--- config.mk ---
export PLATFORM = sky130hd
export DESIGN_NAME = control_unit
export DESIGN_NICKNAME = d
export VERILOG_FILES = /design/src/rtl/cpu_ctrl_pkg.sv /design/src/rtl/ctrl_timeout_counter.sv /design/src/rtl/control_unit.sv
export SDC_FILE = /design/constraint.sdc
export NUM_CORES = 1
export LEC_CHECK = 0
export BUFFER_PORTS_ARGS = -buffer_cell sky130_fd_sc_hd__buf_4
export CAP_MARGIN = 10
export CORE_UTILIZATION = 30
export DETAILED_ROUTE_END_ITERATION = 6
export GPL_ROUTABILITY_DRIVEN = 1
export GPL_TIMING_DRIVEN = 0
export PLACE_DENSITY = 0.55
export SETUP_SLACK_MARGIN = 0.3
export SYNTH_ARGS = -nofsm -noshare
export SYNTH_HDL_FRONTEND = slang
export SYNTH_SLANG_ARGS = --single-unit
export TNS_END_PERCENT = 10
--- constraint.sdc ---
create_clock -name I_clk -period 2.5 [get_ports I_clk]
set_input_delay 0.125 -clock I_clk [delete_from_list [all_inputs] [get_ports I_clk]]
set_output_delay 0.125 -clock I_clk [all_outputs]
set_load 0.02 [all_outputs]
--- src/rtl/cpu_ctrl_pkg.sv ---
// Shared encodings for the multi-cycle CPU sequencer: FSM states and PC operation codes.
package cpu_ctrl_pkg;

  typedef enum logic [3:0] {
    StIdle      = 4'd0,
    StFetch     = 4'd1,
    StDecode    = 4'd2,
    StRegRead   = 4'd3,
    StAlu       = 4'd4,
    StMem       = 4'd5,
    StWriteback = 4'd6,
    StHalt      = 4'd7,
    StFault     = 4'd8
  } state_e;

  localparam logic [1:0] PC_HOLD   = 2'b00;
  localparam logic [1:0] PC_INC    = 2'b01;
  localparam logic [1:0] PC_BRANCH = 2'b10;

  localparam int unsigned CntWidth = 8;

  // States in which the sequencer waits on a memory handshake.
  function automatic logic is_mem_wait(state_e s);
    return (s == StFetch) || (s == StMem);
  endfunction

endpackage

--- src/rtl/ctrl_timeout_counter.sv ---
// Memory-handshake wait counter; hit flags the wait cycle on which the count reaches limit.
module ctrl_timeout_counter
  import cpu_ctrl_pkg::*;
(
  input  logic                clk,
  input  logic                rst_n,
  input  logic                clear,
  input  logic                count,
  input  logic [CntWidth-1:0] limit,
  output logic                hit
);

  logic [CntWidth-1:0] cnt_q;
  logic [CntWidth:0]   cnt_next;

  assign cnt_next = {1'b0, cnt_q} + {{CntWidth{1'b0}}, 1'b1};
  assign hit      = count && (cnt_next == {1'b0, limit});

  always_ff @(posedge clk or negedge rst_n) begin
    if (!rst_n) begin
      cnt_q <= '0;
    end else if (clear) begin
      cnt_q <= '0;
    end else if (count && (cnt_q != {CntWidth{1'b1}})) begin
      cnt_q <= cnt_next[CntWidth-1:0];
    end
  end

endmodule

--- src/rtl/control_unit.sv ---
// Multi-cycle instruction sequencer with registered one-hot stage enables.
// Define CTRL_MEM_TIMEOUT_EN to fault on memory handshakes that exceed MEM_TIMEOUT wait cycles.
module control_unit
  import cpu_ctrl_pkg::*;
#(
  parameter int unsigned MEM_TIMEOUT = 255
) (
  input  logic       I_clk,
  input  logic       I_reset_n,
  input  logic       I_mem_ready,
  input  logic       I_halt,
  input  logic       I_is_mem,
  input  logic       I_is_store,
  input  logic       I_writes_rd,
  input  logic       I_branch_taken,
  output logic       O_en_fetch,
  output logic       O_en_decode,
  output logic       O_en_reg,
  output logic       O_reg_write,
  output logic       O_en_alu,
  output logic       O_mem_req,
  output logic       O_mem_we,
  output logic       O_en_pc,
  output logic [1:0] O_pc_op,
  output logic       O_halted,
  output logic       O_fault
);

  if (MEM_TIMEOUT < 1 || MEM_TIMEOUT > 255) begin : g_bad_timeout
    $error("MEM_TIMEOUT must be in 1..255");
  end

  state_e state_q, state_d;
  logic   timeout_hit;

`ifdef CTRL_MEM_TIMEOUT_EN
  logic wait_count;
  logic wait_clear;

  // Cleared whenever outside a wait state, so every FETCH/MEM entry starts from zero.
  assign wait_clear = !is_mem_wait(state_q);
  assign wait_count = is_mem_wait(state_q) && !I_mem_ready;

  ctrl_timeout_counter u_timeout (
    .clk   (I_clk),
    .rst_n (I_reset_n),
    .clear (wait_clear),
    .count (wait_count),
    .limit (CntWidth'(MEM_TIMEOUT)),
    .hit   (timeout_hit)
  );
`else
  assign timeout_hit = 1'b0;
`endif

  always_comb begin
    state_d = state_q;
    case (state_q)
      StIdle:      state_d = StFetch;
      StFetch: begin
        if (I_mem_ready)      state_d = StDecode;
        else if (timeout_hit) state_d = StFault;
      end
      StDecode:    state_d = I_halt ? StHalt : StRegRead;
      StRegRead:   state_d = StAlu;
      StAlu:       state_d = I_is_mem ? StMem : StWriteback;
      StMem: begin
        if (I_mem_ready)      state_d = StWriteback;
        else if (timeout_hit) state_d = StFault;
      end
      StWriteback: state_d = StFetch;
      StHalt:      state_d = StHalt;
      StFault:     state_d = StFault;
      default:     state_d = StIdle;
    endcase
  end

  // Outputs decode the next state so they are valid for the whole cycle spent in it.
  always_ff @(posedge I_clk or negedge I_reset_n) begin
    if (!I_reset_n) begin
      state_q     <= StIdle;
      O_en_fetch  <= 1'b0;
      O_en_decode <= 1'b0;
      O_en_reg    <= 1'b0;
      O_reg_write <= 1'b0;
      O_en_alu    <= 1'b0;
      O_mem_req   <= 1'b0;
      O_mem_we    <= 1'b0;
      O_en_pc     <= 1'b0;
      O_pc_op     <= PC_HOLD;
      O_halted    <= 1'b0;
      O_fault     <= 1'b0;
    end else begin
      state_q     <= state_d;
      O_en_fetch  <= (state_d == StFetch);
      O_en_decode <= (state_d == StDecode);
      O_en_reg    <= (state_d == StRegRead) || (state_d == StWriteback);
      O_reg_write <= (state_d == StWriteback) && I_writes_rd && !I_is_store;
      O_en_alu    <= (state_d == StAlu);
      O_mem_req   <= is_mem_wait(state_d);
      O_mem_we    <= (state_d == StMem) && I_is_store;
      O_en_pc     <= (state_d == StWriteback);
      O_pc_op     <= (state_d != StWriteback) ? PC_HOLD :
                     (I_branch_taken ? PC_BRANCH : PC_INC);
      O_halted    <= (state_d == StHalt);
      O_fault     <= (state_d == StFault);
    end
  end

endmodule

Word level (Yosys, flattened, before mapping):

Index checks and enable logic that the tools add are counted.

* add/sub/neg operators: 0
* $mul: 0
* div/mod/pow operators: 0
* order comparisons: 0
* equal/unequal tests: 17
* shift-type cells: 0
* muxes and demuxes: 7
* bitwise gates (word level): 0
* reductions and logical operators: 8

Operator list (count)
* 4-bit by 3-bit == test with 1-bit output, second input constant: 8
* 4-bit one-hot mux with 8 select lines: 1
* 4-bit by 2-bit == test with 1-bit output, second input constant: 4
* 4-bit by 1-bit == test with 1-bit output, second input constant: 2
* 4-bit == test, second input constant: 2
* 4-bit two-way mux: 2
* 2-bit two-way mux: 3
* 4-bit logical NOT: 1
* 4-bit by 3-bit != test with 1-bit output, second input constant: 1
* 1-bit logical AND: 3
* 3-bit two-way mux: 1
* 1-bit logical OR: 2
* 2-bit OR reduction: 1
* 1-bit logical NOT: 1

* register bits: 16
* latch bits: 0
* memory bits (writable): 0
* bits in read-only memories: 0
* input bits: 8
* output and inout port bits: 12
* logic and storage cells: 44
* memories: 0

Longest topological paths before layout:

Gate-level depths: netlist of the first run.

* depth after elaboration: 6
* gate-level depth with buffers: 4
* gate-level depth less buffers: 3

Worst setup path after synthesis of the first run:

No wires, ideal clock.

* kind: register -> register
* from: register state_q[0]
* to: register O_reg_write
* setup time: 0.080 ns
* arrival time: 1.138 ns
* required time: 2.420 ns
* setup slack: 1.282 ns
* cell stages (with the launch flop): 4
* buffers on the path: 0
* period minus slack after synthesis: 1.218 ns
* path through: dfrtp_1 or2_4 a211o_1 nor3b_2

* word-level cells in the longest chain between the ends: 6
* elaborated cells on any way between the ends: 16
* classes of those cells: eq/ne (9); mux (3); reduce/logical (4)

RTL lines
* start: declaration: line control_unit.sv:33 `state_e state_q, state_d;`
* start signal: assignment: line control_unit.sv:81 `state_q <= StIdle;`
* start signal: assignment: line control_unit.sv:94 `state_q <= state_d;`
* 4-bit by 3-bit == test with 1-bit output or 4-bit logical NOT (tied branches): line control_unit.sv:58 `case (state_q)`
* 2-bit OR reduction (no line)
* 4-bit one-hot mux with 8 select lines *: line control_unit.sv:58
* 4-bit by 3-bit == test with 1-bit output *: line control_unit.sv:98 `O_reg_write <= (state_d == StWriteback) && I_writes_rd && !I_is_store;`
* 1-bit logical AND * (2 in series): line control_unit.sv:98
* end signal: assignment: line control_unit.sv:98
* end: declaration: line control_unit.sv:19 `output logic O_reg_write,`

Every way passes the cells marked *; elsewhere a longest branch is shown, timed or not.

Worst setup path after layout of the first run:

Same ends and word-level chain as after synthesis.

==> impl_metrics.tcl, run 1 <==
set metrics [dict create \
    regMostFlops "state_q" \
    wl_met1_um 586 \
    num_vias 502 \
    final_antenna_net_count 0 \
    synth.distinct_cells 27 \
    synthArstFlopShare_pct 100 \
    cts_setup_buffers 0 \
    startpoint "state_q[0]" \
    rr_endpoint "O_reg_write" \
    crit_end "O_reg_write" \
    cap_violations 0 \
    finalPower_uw 447 \
    ctsHtreeMaxLevel 1 \
    cp.required_ns 2.71 \
    layout-drive-gt1-share_pct 38.3 \
    cp_slowest_cell "dfrtp_1" \
    root_buffer "clkbuf_4" \
    worstPathArrival_ns 1.52 \
    fin_crit_ns 1.31 \
    grt_max_degree 17 \
    path_clk_slew_ns 0.10 \
    r2r_slack_ns 1.19 \
    die_w_um 48.4 \
    hpwlAfterDp_um 829 \
    cts_resized 0 \
    place_congestion 0.771 \
    end_kind "flop" \
    layout_common_cells "20 x buf_4, 16 x dfrtp_1, 4 x inv_1" \
    cts_buffer_depth 2 \
    grt_usage_pct 12.2 \
    fin_crit_sh_pct 52.3 \
    ctsHoldBuffers 3 \
    grt_first_pass_wirelength_mm 2.18 \
    cts_tree "built" \
    max_freq_ghz 0.764 \
    cts_buffers 3 \
    r2r_cells 3 \
    path_cells "or2_4 -> a211o_1 -> nor3b_2" \
    core_area_mm2 0.00200 \
    place_area_um2 822 \
    largest_reg_flops 4 \
    detail_route.wl_per_cell_um 11.1 \
    synth-edff-count 0 \
    synth_largest_area_cell "dfrtp_1" \
    drv_slew 0 \
    drcViolationCount 0 \
    ys_seq_area_share_pct 62.0 \
    reg_top3 "state_q: 4 flops, O_pc_op: 2 flops" \
    port_buffers 19 \
    critPathMaxStageDelay_ns 0.43 \
    startpoint_type "flop" \
    setup_viol 0 \
    peakVddDrop_uv 244 \
    tightestPinTransition_ns 0.414 \
    grt_antenna_before_repair 0 \
    wl_mm 1.20 \
    syn_to_final_growth_pct 37.6 \
    crit_type "reg2reg" \
    dieHeight_um 48.4 \
    r2r_start "state_q[0]" \
    synth_top_cells_by_area "dfrtp_1 62%, nor4b_1 2.7%, a21oi_1 2.3%" \
    skew_ns 0.00315 \
    tns_ns 0 \
    first_iter_violations 6 \
    hold_class "in2reg" \
    clock-sinks 16 \
    path_max_fanout 5 \
    power_leakage_uw 0.000446 \
    synth-main-ff-cell "dfrtp_1" \
    first_pass_iters 4 \
    grt-ovfl-total 0 \
    routed-wl-met3_um 58 \
    syn_avg_cell_area_um2 11.7 \
    rows 16 \
    utilization_pct 44.4 \
    syn_area_um2 646 \
    finalHoldViolCount 0 \
    rsz0062_at_grt "false" \
    grt_pass1_vias 480 \
    antenna_cells 0 \
    syn-num-nets 63 \
    run_status "finished clean" \
    ys_ff_latch 16 \
    wl_met2_um 534 \
    via_per_inst 4.65 \
    initial_core_util_pct 32.2 \
    synth_cells 55 \
    n_fill_cell 209 \
    finish.net_count 90 \
    final_common_cell "buf_4" \
    yosys.area.top_type_share_pct 62.0 \
    top_layer "met4" \
    fin_area_um2 888 \
    yosys_warnings 0 \
    top_level_ports 20 \
    power_density_mw_per_mm2 503 \
    die-area_mm2 0.00234 \
    slew_headroom_pct 72.4 \
    clk_latency_ns 0.28 \
]
[report_power, final]
group / leakage (µW) / switching [µW] / internal [µW]
logic: 0.000222 / 9.26 / 11.3
registers: 0.000203 / 0 / 259
clock network: 0.0000210 / 79.6 / 88.5
[per-stage QoR]
step / setup WS [ns] / instances / hold WS (ns)
floorplan: 1.28 / 55 / -0.171
global placement: 1.21 / 101 / -0.00589
detailed placement: 1.21 / 101 / -0.00591
CTS: 1.19 / 108 / 0.0339
global route: 1.14 / 108 / 0.0391
finish: 1.19 / 108 / 0.0428
[layer usage]
layer	up-vias	GRT usage [%]
met1	240	16.3
met3	2	2.83
met2	15	17.4
li1	245	-
met4	0	8.33
met5	-	0
[area by class of cell]
type,count,area (µm²),area share (%)
Clock buffer,4,36.3,4.08
Buffer,4,21.3,2.39
Timing Repair Buffer,22,173,19.4
Inverter,4,15.0,1.69
Multi-Input combinational cell,31,209,23.5
Tap cell,27,33.8,3.80
Sequential cell,16,400,45.1
[critical path, delay by kind of cell (launching register included)]
family             cells  cell delay (ns)
AOI/OAI and AO/OA      1             0.37
DFF                    1             0.43
and+or+nand+nor        2             0.44
[cells by family (layout without fill, tap and decap cells)]
| family | count (synthesis) | in the layout | share of synthesized area [%] |
|---|---|---|---|
| buffers and inverters | 8 | 34 | 5.62 |
| and+or+nand+nor | 20 | 20 | 20.2 |
| DFF | 16 | 16 | 62.0 |
| AOI/OAI and AO/OA | 11 | 11 | 12.2 |
[worst min path at each step]
| stage | startpoint | end | slack, ns | cells past startpoint |
|---|---|---|---|---|
| 6_report | I_halt | O_en_reg | 0.04 | 2 |
| 5_1_grt | I_halt | O_en_reg | 0.04 | 2 |
| 4_1_cts | I_halt | O_en_reg | 0.03 | 2 |
| 3_5_place_dp | I_reset_n | O_en_pc | -0.006 | 1 |
| 3_3_place_gp | I_reset_n | O_en_pc | -0.006 | 1 |
| 2_1_floorplan | I_reset_n | O_en_alu | -0.17 | 0 |
[cell usage after synthesis, types with 2 or more instances]
library cell and instances:
dfrtp_1 16, buf_2 2, inv_1 4, a21oi_1 3, nor2_1 2, nor2b_1 2, nor4b_1 2, a31oi_1 2
nand2_1 2, nand2b_1 2, nor3b_1 2
No activity file was read; power rests on OpenSTA's default activity.
==> run 2: changes to the inputs <==
Clock period 2.5 ns to 1.3 ns, I/O delays scaled along.
==> run 2 against run 1 <==
Against the previous run: power increased by 94%; die area unchanged; final area increased by 8.0%; via count increased by 1.0%; hold slack got worse by 0.023 ns; combinational power increased by 110%; flip-flop and latch count unchanged; final cell count increased by 1.9%; clock skew decreased by 0.0019 ns; clock power increased by 94%; sequential power increased by 92%; critical path type unchanged; critical endpoint unchanged; largest power group unchanged.
==> impl_metrics.tcl, run 2 (synthesis results as in run 1) <==
set metrics [dict create \
    grt_pass1_vias 523 \
    path_clk_slew_ns 0.09 \
    slew_headroom_pct 80.7 \
    dieHeight_um 48.4 \
    core_area_mm2 0.00200 \
    finalHoldViolCount 0 \
    regMostFlops "state_q" \
    cts_buffers 3 \
    root_buffer "clkbuf_4" \
    grt_antenna_before_repair 0 \
    setup_viol 0 \
    cp.required_ns 1.52 \
    r2r_cells 3 \
    worstPathArrival_ns 1.47 \
    power_leakage_uw 0.000469 \
    critPathMaxStageDelay_ns 0.41 \
    die-area_mm2 0.00234 \
    port_buffers 19 \
    power_density_mw_per_mm2 902 \
    hold_class "in2reg" \
    tightestPinTransition_ns 0.286 \
    startpoint_type "flop" \
    drv_slew 0 \
    r2r_start "state_q[0]" \
    rows 16 \
    syn_to_final_growth_pct 48.6 \
    r2r_slack_ns 0.05 \
    run_status "finished clean" \
    final_common_cell "buf_4" \
    whs_ns 0.0199 \
    path_max_fanout 5 \
    globalRouteMet2Util_pct 20.9 \
    startpoint "state_q[0]" \
    cp_slowest_cell "dfrtp_1" \
    first_pass_iters 4 \
    fin_crit_ns 1.25 \
    end_kind "flop" \
    hpwlAfterDp_um 866 \
    initial_core_util_pct 32.2 \
    ctsHtreeMaxLevel 1 \
    layout-drive-gt1-share_pct 47.0 \
    max_freq_ghz 0.802 \
    place_congestion 0.761 \
    cap_violations 0 \
    layout_common_cells "21 x buf_4, 16 x dfrtp_1, 4 x inv_1, 4 x dlygate4sd3_1" \
    met3_usage_pct 3.14 \
    detail_route.wl_per_cell_um 11.3 \
    grt_max_degree 17 \
    clock-sinks 16 \
    rsz0062_at_grt "true" \
    crit_end "O_reg_write" \
    reg_top3 "state_q: 4 flops, O_pc_op: 2 flops" \
    final_antenna_net_count 0 \
    via_per_inst 4.61 \
    fin_crit_sh_pct 95.9 \
    grt_usage_pct 12.7 \
    die_w_um 48.4 \
    crit_type "reg2reg" \
    skew_ns 0.00125 \
    min-delay-start "I_writes_rd" \
    grtUsageMet1_pct 15.6 \
    finish.net_count 92 \
    drcViolationCount 0 \
    rr_endpoint "O_reg_write" \
    largest_reg_flops 4 \
    finalPower_uw 866 \
    first_iter_violations 4 \
    top_usage_layer "met2" \
    cts_tree "built" \
    num_vias 507 \
    clk_latency_ns 0.29 \
    top_level_ports 20 \
    peakVddDrop_uv 405 \
    antenna_cells 0 \
    grt-ovfl-total 0 \
    path_cells "or2_4 -> a211o_4 -> nor3b_2" \
    wl_mm 1.25 \
    grt_first_pass_wirelength_mm 2.26 \
    cts_buffer_depth 2 \
]
-- run 2: area by class of cell --
cell class | instances | area, µm²
Sequential cell | 16 | 400
Timing Repair Buffer | 24 | 190
Clock buffer | 4 | 36.3
Tap cell | 27 | 33.8
Fill cell | 210 | 1040
Inverter | 4 | 15.0
Multi-Input combinational cell | 31 | 255
Buffer | 4 | 28.8
-- run 2: worst max-delay path: cells and delay by family, from the launching register on --
| kind | cells | cell delay, ns |
|---|---|---|
| DFF | 1 | 0.41 |
| and+or+nand+nor | 2 | 0.41 |
| AOI/OAI and AO/OA | 1 | 0.36 |
-- run 2: stage by stage --
step                      setup TNS, ns  utilization (%)  setup slack [ns]  std cells  cell area, µm²
after floorplan                       0                -             0.132         55             654
after global placement                0             41.5            0.0522        101             831
after detailed placement              0             41.5            0.0400        101             831
after CTS                             0             46.1            0.0382        110             923
after global routing           -0.00359             47.9          -0.00359        110             960
final                                 0             47.9            0.0533        110             960
-- run 2: metal layers --
layer / part of all wire, % / vias to the layer above
met5: 0 / -
met4: 2.0 / 0
met3: 6.7 / 3
met2: 47 / 21
met1: 44 / 237
li1: - / 246
-- run 2: repair_timing --
item | in CTS | in global routing
buffers inserted | 1 | 0
hold buffers | 4 | 0
gates cloned | 0 | 0
pin swaps | 0 | 4
endpoints found under the setup margin | 15 | 16
hold endpoints to repair | 20 | 0
resized for setup | 1 | 10
-- run 2: where the power goes --
part	internal [µW]	switching (µW)	leakage (µW)	total, µW
combinational	23.8	19.2	0.000246	43.1
clock	171	155	0.0000210	326
sequential	497	0	0.000203	497
total	692	174	0.000469	866
-- run 2: how the worst min path moves through the flow --
stage	endpoint	slack (ns)	cells after the start
3_3_place_gp	O_en_pc	-0.07	1
6_report	O_reg_write	0.02	2
3_5_place_dp	O_en_pc	-0.07	1
2_1_floorplan	O_en_alu	-0.23	0
5_1_grt	O_reg_write	0.02	2
4_1_cts	O_reg_write	0.01	2
